==> src/rtl/regfile_wb_arbiter_if.sv <==
// Writeback request and register-file write bundle for regfile_wb_arbiter.
// master = requesters/observer side, slave = the arbiter.
interface regfile_wb_arbiter_if #(
  parameter int DATA_WIDTH = 32,
  parameter int REG_DEPTH  = 32
);
  localparam int AW = $clog2(REG_DEPTH);

  logic                  alu_valid;
  logic                  alu_ready;
  logic [AW-1:0]         alu_addr;
  logic [DATA_WIDTH-1:0] alu_data;
  logic                  lsu_valid;
  logic                  lsu_ready;
  logic [AW-1:0]         lsu_addr;
  logic [DATA_WIDTH-1:0] lsu_data;
  logic                  rf_we;
  logic [AW-1:0]         rf_write_addr;
  logic [DATA_WIDTH-1:0] rf_rd_in;
  logic                  pending;

  modport master (
    output alu_valid, alu_addr, alu_data,
    output lsu_valid, lsu_addr, lsu_data,
    input  alu_ready, lsu_ready,
    input  rf_we, rf_write_addr, rf_rd_in, pending
  );

  modport slave (
    input  alu_valid, alu_addr, alu_data,
    input  lsu_valid, lsu_addr, lsu_data,
    output alu_ready, lsu_ready,
    output rf_we, rf_write_addr, rf_rd_in, pending
  );
endinterface

==> src/rtl/regfile_wb_arbiter.sv <==
// Round-robin sharing of the register-file write port between ALU and LSU.
// Each requester has its own FIFO; one registered write per cycle.
module regfile_wb_arbiter #(
  parameter int DATA_WIDTH = 32,
  parameter int REG_DEPTH  = 32,
  parameter int FIFO_DEPTH = 2
) (
  input  logic clk,
  input  logic reset,
  regfile_wb_arbiter_if.slave bus
);
  localparam int AW = $clog2(REG_DEPTH);
  localparam int PW = $clog2(FIFO_DEPTH);
  localparam int CW = PW + 1;

  typedef enum logic {
    REQ_ALU = 1'b0,
    REQ_LSU = 1'b1
  } req_e;

  logic                  in_valid [2];
  logic [AW-1:0]         in_addr  [2];
  logic [DATA_WIDTH-1:0] in_data  [2];

  logic [AW-1:0]         q_addr [2][FIFO_DEPTH];
  logic [DATA_WIDTH-1:0] q_data [2][FIFO_DEPTH];
  logic [PW-1:0]         wr_ptr [2];
  logic [PW-1:0]         rd_ptr [2];
  logic [CW-1:0]         cnt    [2];

  logic full     [2];
  logic nonempty [2];
  logic push     [2];
  logic pop      [2];

  req_e                  last_grant;
  req_e                  gnt_sel;
  logic                  gnt_valid;
  logic                  gnt_idx;
  logic [AW-1:0]         gnt_addr;
  logic [DATA_WIDTH-1:0] gnt_data;

  logic                  we_q;
  logic [AW-1:0]         addr_q;
  logic [DATA_WIDTH-1:0] data_q;

  assign in_valid[0] = bus.alu_valid;
  assign in_addr[0]  = bus.alu_addr;
  assign in_data[0]  = bus.alu_data;
  assign in_valid[1] = bus.lsu_valid;
  assign in_addr[1]  = bus.lsu_addr;
  assign in_data[1]  = bus.lsu_data;

  // x0 writes are accepted on the handshake but never enqueued
  always_comb begin
    for (int i = 0; i < 2; i++) begin
      full[i]     = (cnt[i] == CW'(FIFO_DEPTH));
      nonempty[i] = (cnt[i] != '0);
      push[i]     = in_valid[i] && !full[i] && (in_addr[i] != '0);
    end
  end

  always_comb begin
    gnt_valid = nonempty[0] || nonempty[1];
    gnt_sel   = REQ_ALU;
    unique case (1'b1)
      (nonempty[0] && nonempty[1]):
        gnt_sel = (last_grant == REQ_ALU) ? REQ_LSU : REQ_ALU;
      (nonempty[0] && !nonempty[1]):
        gnt_sel = REQ_ALU;
      (!nonempty[0] && nonempty[1]):
        gnt_sel = REQ_LSU;
      default:
        gnt_sel = REQ_ALU;
    endcase
  end

  assign gnt_idx  = (gnt_sel == REQ_LSU);
  assign gnt_addr = q_addr[gnt_idx][rd_ptr[gnt_idx]];
  assign gnt_data = q_data[gnt_idx][rd_ptr[gnt_idx]];
  assign pop[0]   = gnt_valid && (gnt_sel == REQ_ALU);
  assign pop[1]   = gnt_valid && (gnt_sel == REQ_LSU);

  always_ff @(posedge clk) begin
    for (int i = 0; i < 2; i++) begin
      if (push[i]) begin
        q_addr[i][wr_ptr[i]] <= in_addr[i];
        q_data[i][wr_ptr[i]] <= in_data[i];
      end
    end
  end

  always_ff @(posedge clk) begin
    if (reset) begin
      for (int i = 0; i < 2; i++) begin
        wr_ptr[i] <= '0;
        rd_ptr[i] <= '0;
        cnt[i]    <= '0;
      end
    end else begin
      for (int i = 0; i < 2; i++) begin
        if (push[i]) wr_ptr[i] <= wr_ptr[i] + PW'(1);
        if (pop[i])  rd_ptr[i] <= rd_ptr[i] + PW'(1);
        if (push[i] && !pop[i])      cnt[i] <= cnt[i] + CW'(1);
        else if (!push[i] && pop[i]) cnt[i] <= cnt[i] - CW'(1);
      end
    end
  end

  always_ff @(posedge clk) begin
    if (reset) begin
      last_grant <= REQ_LSU;
      we_q       <= 1'b0;
      addr_q     <= '0;
      data_q     <= '0;
    end else begin
      we_q <= gnt_valid;
      if (gnt_valid) begin
        last_grant <= gnt_sel;
        addr_q     <= gnt_addr;
        data_q     <= gnt_data;
      end
    end
  end

  assign bus.alu_ready     = !full[0];
  assign bus.lsu_ready     = !full[1];
  assign bus.rf_we         = we_q;
  assign bus.rf_write_addr = addr_q;
  assign bus.rf_rd_in      = data_q;
  assign bus.pending       = nonempty[0] || nonempty[1] || we_q;
endmodule

==> src/flat_wrapper.sv <==
// flat-port wrapper written by rule: the top's interface ports become plain ports
module regfile_wb_arbiter_flat 
#(
  parameter int DATA_WIDTH = 32,
  parameter int REG_DEPTH  = 32,
  parameter int FIFO_DEPTH = 2
)
  (clk, reset, bus_alu_valid, bus_alu_addr, bus_alu_data, bus_lsu_valid, bus_lsu_addr, bus_lsu_data, bus_alu_ready, bus_lsu_ready, bus_rf_we, bus_rf_write_addr, bus_rf_rd_in, bus_pending);
  regfile_wb_arbiter_if #(.DATA_WIDTH(DATA_WIDTH), .REG_DEPTH(REG_DEPTH)) bus_i ();
  input  logic clk;
  input  logic reset;
  input wire logic [$bits(bus_i.alu_valid)-1:0] bus_alu_valid;
  input wire logic [$bits(bus_i.alu_addr)-1:0] bus_alu_addr;
  input wire logic [$bits(bus_i.alu_data)-1:0] bus_alu_data;
  input wire logic [$bits(bus_i.lsu_valid)-1:0] bus_lsu_valid;
  input wire logic [$bits(bus_i.lsu_addr)-1:0] bus_lsu_addr;
  input wire logic [$bits(bus_i.lsu_data)-1:0] bus_lsu_data;
  output wire logic [$bits(bus_i.alu_ready)-1:0] bus_alu_ready;
  output wire logic [$bits(bus_i.lsu_ready)-1:0] bus_lsu_ready;
  output wire logic [$bits(bus_i.rf_we)-1:0] bus_rf_we;
  output wire logic [$bits(bus_i.rf_write_addr)-1:0] bus_rf_write_addr;
  output wire logic [$bits(bus_i.rf_rd_in)-1:0] bus_rf_rd_in;
  output wire logic [$bits(bus_i.pending)-1:0] bus_pending;
  assign bus_i.alu_valid = bus_alu_valid;
  assign bus_i.alu_addr = bus_alu_addr;
  assign bus_i.alu_data = bus_alu_data;
  assign bus_i.lsu_valid = bus_lsu_valid;
  assign bus_i.lsu_addr = bus_lsu_addr;
  assign bus_i.lsu_data = bus_lsu_data;
  assign bus_alu_ready = bus_i.alu_ready;
  assign bus_lsu_ready = bus_i.lsu_ready;
  assign bus_rf_we = bus_i.rf_we;
  assign bus_rf_write_addr = bus_i.rf_write_addr;
  assign bus_rf_rd_in = bus_i.rf_rd_in;
  assign bus_pending = bus_i.pending;
  regfile_wb_arbiter #(.DATA_WIDTH(DATA_WIDTH), .REG_DEPTH(REG_DEPTH), .FIFO_DEPTH(FIFO_DEPTH)) u_core (.clk(clk), .reset(reset), .bus(bus_i));
endmodule
==> config.mk <==
export PLATFORM = sky130hd
export DESIGN_NAME = regfile_wb_arbiter_flat
export DESIGN_NICKNAME = d
export VERILOG_FILES = /design/src/rtl/regfile_wb_arbiter_if.sv /design/src/rtl/regfile_wb_arbiter.sv /design/src/flat_wrapper.sv
export SDC_FILE = /design/constraint.sdc
export NUM_CORES = 1
export LEC_CHECK = 0
export CAP_MARGIN = 20
export CORE_MARGIN = 2
export CORE_UTILIZATION = 45
export DETAILED_ROUTE_END_ITERATION = 10
export HOLD_SLACK_MARGIN = 0.02
export PLACE_DENSITY = 0.71
export SLEW_MARGIN = 10
export SYNTH_ARGS = -nofsm -noshare
export SYNTH_HDL_FRONTEND = slang
export SYNTH_SLANG_ARGS = --single-unit
==> constraint.sdc <==
create_clock -name clk -period 4.62 [get_ports clk]
set_input_delay 1.155 -clock clk [delete_from_list [all_inputs] [get_ports clk]]
set_output_delay 1.155 -clock clk [all_outputs]
set_load 0.005 [all_outputs]
==> results.json <==
{
  "initialDrtViolationCount": 269,
  "critical_path.reg2reg.startpoint": "u_core.cnt[1][0]$_DFFE_PP_",
  "max_freq_mhz": 310.8,
  "yosys.area.top_type_share_pct": 62.57,
  "hpwlAfterDp_um": 10140,
  "die_height_um": 133.0,
  "synth_top_cells_by_area": "sky130_fd_sc_hd__edfxtp_1 63%, sky130_fd_sc_hd__dfxtp_1 10%, sky130_fd_sc_hd__mux2i_1 9.6%",
  "die_x_extent_um": 133.0,
  "yosys_warnings": 0,
  "cp_startpoint_kind": "primary input",
  "track_usage_pct": 18.48,
  "grt_first_pass_wirelength_um": 24610,
  "inserted_diodes": 0,
  "drtPass1Iterations": 5,
  "fin_crit_sh_pct": 69.64,
  "postSynthAreaPerCell_sq_um": 13.79,
  "data_required_critical_path_ns": 4.67,
  "worstHoldStart": "u_core.bus.rf_rd_in[28]$_SDFFE_PP0N_",
  "number_of_buffers_inserted_during_clock_tree_synthesis": 17,
  "setup.worst_path.class": "primary input to register",
  "drt.antenna.violating_nets": 0,
  "drc_errors": 0,
  "fin_worst_skew_ns": 0.006824,
  "power-per-cell-area_nw_per_um2": 601.2,
  "core_area_sq_um": 16410,
  "period_minus_slack_ns": 3.217,
  "yosys.cell_types.count": 33,
  "worstHoldPathType": "register to register",
  "timing.critical_path.fanout_max": 37,
  "clk_transition_reported_paths_ns": 0.07,
  "r2r_slack_ns": 2.10,
  "postSynthNetCount": 623,
  "holdPathStages": 2,
  "synth_top_family_by_area": "multiplexers",
  "worst_path_largest_cell_delay_ns": 0.85,
  "cpMaxStageDelayCell": "sky130_fd_sc_hd__and2_2",
  "cp_arrival_ns": 3.27,
  "postSynth.asyncResetShare_pct": 0,
  "cts_hold_repair.buffers": 0,
  "synth_cells": 543,
  "leakage_nw": 3.290,
  "placement.io_buffers": 118,
  "timing.reg2reg.worst_path_depth": 6,
  "n_fill_cell": 1264,
  "mappedNetlistArea_sq_um": 7487,
  "path_cells": "clkdlybuf4s50_1, or3_1, o21ai_2, a21oi_1, and2_2",
  "post_drt_via_cell_ratio": 5.140,
  "routed-via-count": 4580,
  "grt_overflow_total": 0,
  "cap_violations": 0,
  "proportion_of_synthesized_area_in_mux_cells_pct": 9.926,
  "routed_wirelength_um": 15640,
  "yosys_top_cell_by_area": "sky130_fd_sc_hd__edfxtp_1",
  "timing_worst_slew_pin_value_ns": 1.012,
  "clock_path_buffers": 2,
  "worst_ir_drop_vdd_mv": 0.3420,
  "number_of_buffer_and_inverter_instances_along_the_worst_setup_path": 1,
  "initial_utilization_pct": 45.63,
  "cts_htree_levels": 4,
  "synthSimpleGateAreaFrac_pct": 7.704,
  "ioPinCount": 119,
  "synthXorXnorAreaFrac_pct": 0,
  "cts.sinks": 195,
  "utilization_pct": 57.90,
  "insertion_delay_ns": 0.43,
  "whs_endpoint": "u_core.bus.rf_rd_in[28]$_SDFFE_PP0N_",
  "regToRegEndpoint": "u_core.cnt[0][1]$_SDFFCE_PN0P_",
  "number_of_antenna_violations_at_the_first_check_in_global_routing": 0,
  "critPathTopFamily": "simple AND/OR/NAND/NOR gates",
  "fraction_of_final_layout_cells_sized_beyond_drive_strength_1_pct": 7.750,
  "report.final.slew_viol_count": 0,
  "number_of_global_route_vias_before_repair": 4684,
  "run_status": "completed",
  "timing.max_slew.rel_slack_pct": 32.50,
  "synth_ff_type": "sky130_fd_sc_hd__edfxtp_1",
  "fin_nets": 738,
  "ctsRootBufferMaster": "sky130_fd_sc_hd__clkbuf_16",
  "postSynthRegisterBits": 195,
  "place.gp.congestion": 0.8505,
  "seq_area_frac_synth_pct": 72.99,
  "setup_viol": 0,
  "synth_compound_area_share_pct": 7.086,
  "synth_most_common_cell": "sky130_fd_sc_hd__edfxtp_1",
  "layout_area_overhead_pct": 26.89,
  "cts_repair_resize_count": 0,
  "postCtsSetupRepairBufs": 0,
  "die-area_sq_um": 17690,
  "cts_tree": "built",
  "post_synth_fa_ha_maj_area_fraction_pct": 0.3342,
  "crit_path_end_kind": "register",
  "synth.top_cells.by_count": "156 x sky130_fd_sc_hd__edfxtp_1, 80 x sky130_fd_sc_hd__nor2_1, 72 x sky130_fd_sc_hd__mux2i_1",
  "grt_start_max_net_pins": 46,
  "synth_enable_flop_cells": 156,
  "grt_setup_unrepaired": "no",
  "fin_tns_setup_ns": 0,
  "final-hold-violation-count": 0,
  "avgRoutedWirePerCell_um": 17.56,
  "number_of_rows_created_at_floorplan": 47,
  "power.total_w": 0.005712
}
[cells in the final DEF, fill, tap and decap left out, drive strengths merged, types with 6 or more instances in the layout]
cell type / instances
inv: 6
clkdlybuf4s50: 117
a21oi: 40
mux2i: 72
o21ai: 42
buf: 9
edfxtp: 156
dfxtp: 39
nand2: 45
clkinv: 7
nor2: 80
clkbuf: 19
[metal layers]
metal  global-route usage (%)  share of wire (%)  up-vias
li1                         -                  -     2201
met1                    23.56                 42     2190
met2                    30.69                 50      169
met3                    4.176                6.4       20
met4                    7.587                1.6        0
met5                        0                  0        -
[metrics by stage]
step                      setup slack (ns)  instance area [sq um]  cells  hold slack (ns)
after global placement               1.063                   8900    857           0.4427
final                                1.403                   9500    891           0.4517
after CTS                            1.404                   9473    890           0.4519
after floorplan                     0.8096                   7487    543           0.4483
after detailed placement            0.9393                   8927    858           0.4436
after global routing                 1.230                   9500    891           0.4736
[cell families after synthesis]
group / count (synthesis)
mux: 74
fa+ha+maj: 2
simple gates: 142
buf+inv: 35
flops: 195
compound gates: 95
[flip-flops by register name, indices dropped and copies added, names as in the netlist, 2 cells and up]
name / cells
u_core.wr_ptr: 2
u_core.bus.rf_rd_in: 32
u_core.bus.rf_write_addr: 5
u_core.rd_ptr: 2
u_core.q_addr: 20
u_core.q_data: 128
u_core.cnt: 4
[report_power, final]
group	switching, W	internal (W)	total [W]
registers	0.000164	0.00229	0.00245
logic	0.00109	0.000825	0.00191
clock network	0.000611	0.000740	0.00135
[worst reg2reg max path, cell delays in order (launching register included)]
cell and delay [ns]:
sky130_fd_sc_hd__edfxtp_1 0.41, sky130_fd_sc_hd__inv_1 0.10, sky130_fd_sc_hd__ha_1 0.33, sky130_fd_sc_hd__a21o_2 0.72, sky130_fd_sc_hd__a31o_1 0.28, sky130_fd_sc_hd__o211ai_1 0.12
sky130_fd_sc_hd__a2111oi_2 0.37
[layout make-up]
cell class | count | area (sq um) | area share, %
sequential | 195 | 5465 | 57.53
multi-input combinational | 313 | 1907 | 20.07
timing repair buffer | 126 | 1289 | 13.57
clock buffer | 19 | 432.9 | 4.557
tap | 220 | 275.3 | 2.897
clock inverter | 13 | 112.6 | 1.185
inverter | 5 | 18.77 | 0.1976
[how the worst max path moves through the flow]
stage | cells after the start | start | to
4_1_cts | 5 | bus_alu_addr[1] | u_core.q_data[0][5]$_DFFE_PP_
3_3_place_gp | 5 | bus_alu_addr[0] | u_core.q_addr[0][3]$_DFFE_PP_
3_5_place_dp | 5 | bus_alu_addr[1] | u_core.q_data[0][0]$_DFFE_PP_
2_1_floorplan | 4 | bus_alu_addr[1] | u_core.q_addr[0][5]$_DFFE_PP_
6_report | 5 | bus_alu_addr[1] | u_core.q_data[0][12]$_DFFE_PP_
5_1_grt | 5 | bus_alu_addr[1] | u_core.q_data[0][8]$_DFFE_PP_
No activity file was read; power rests on OpenSTA's default activity.
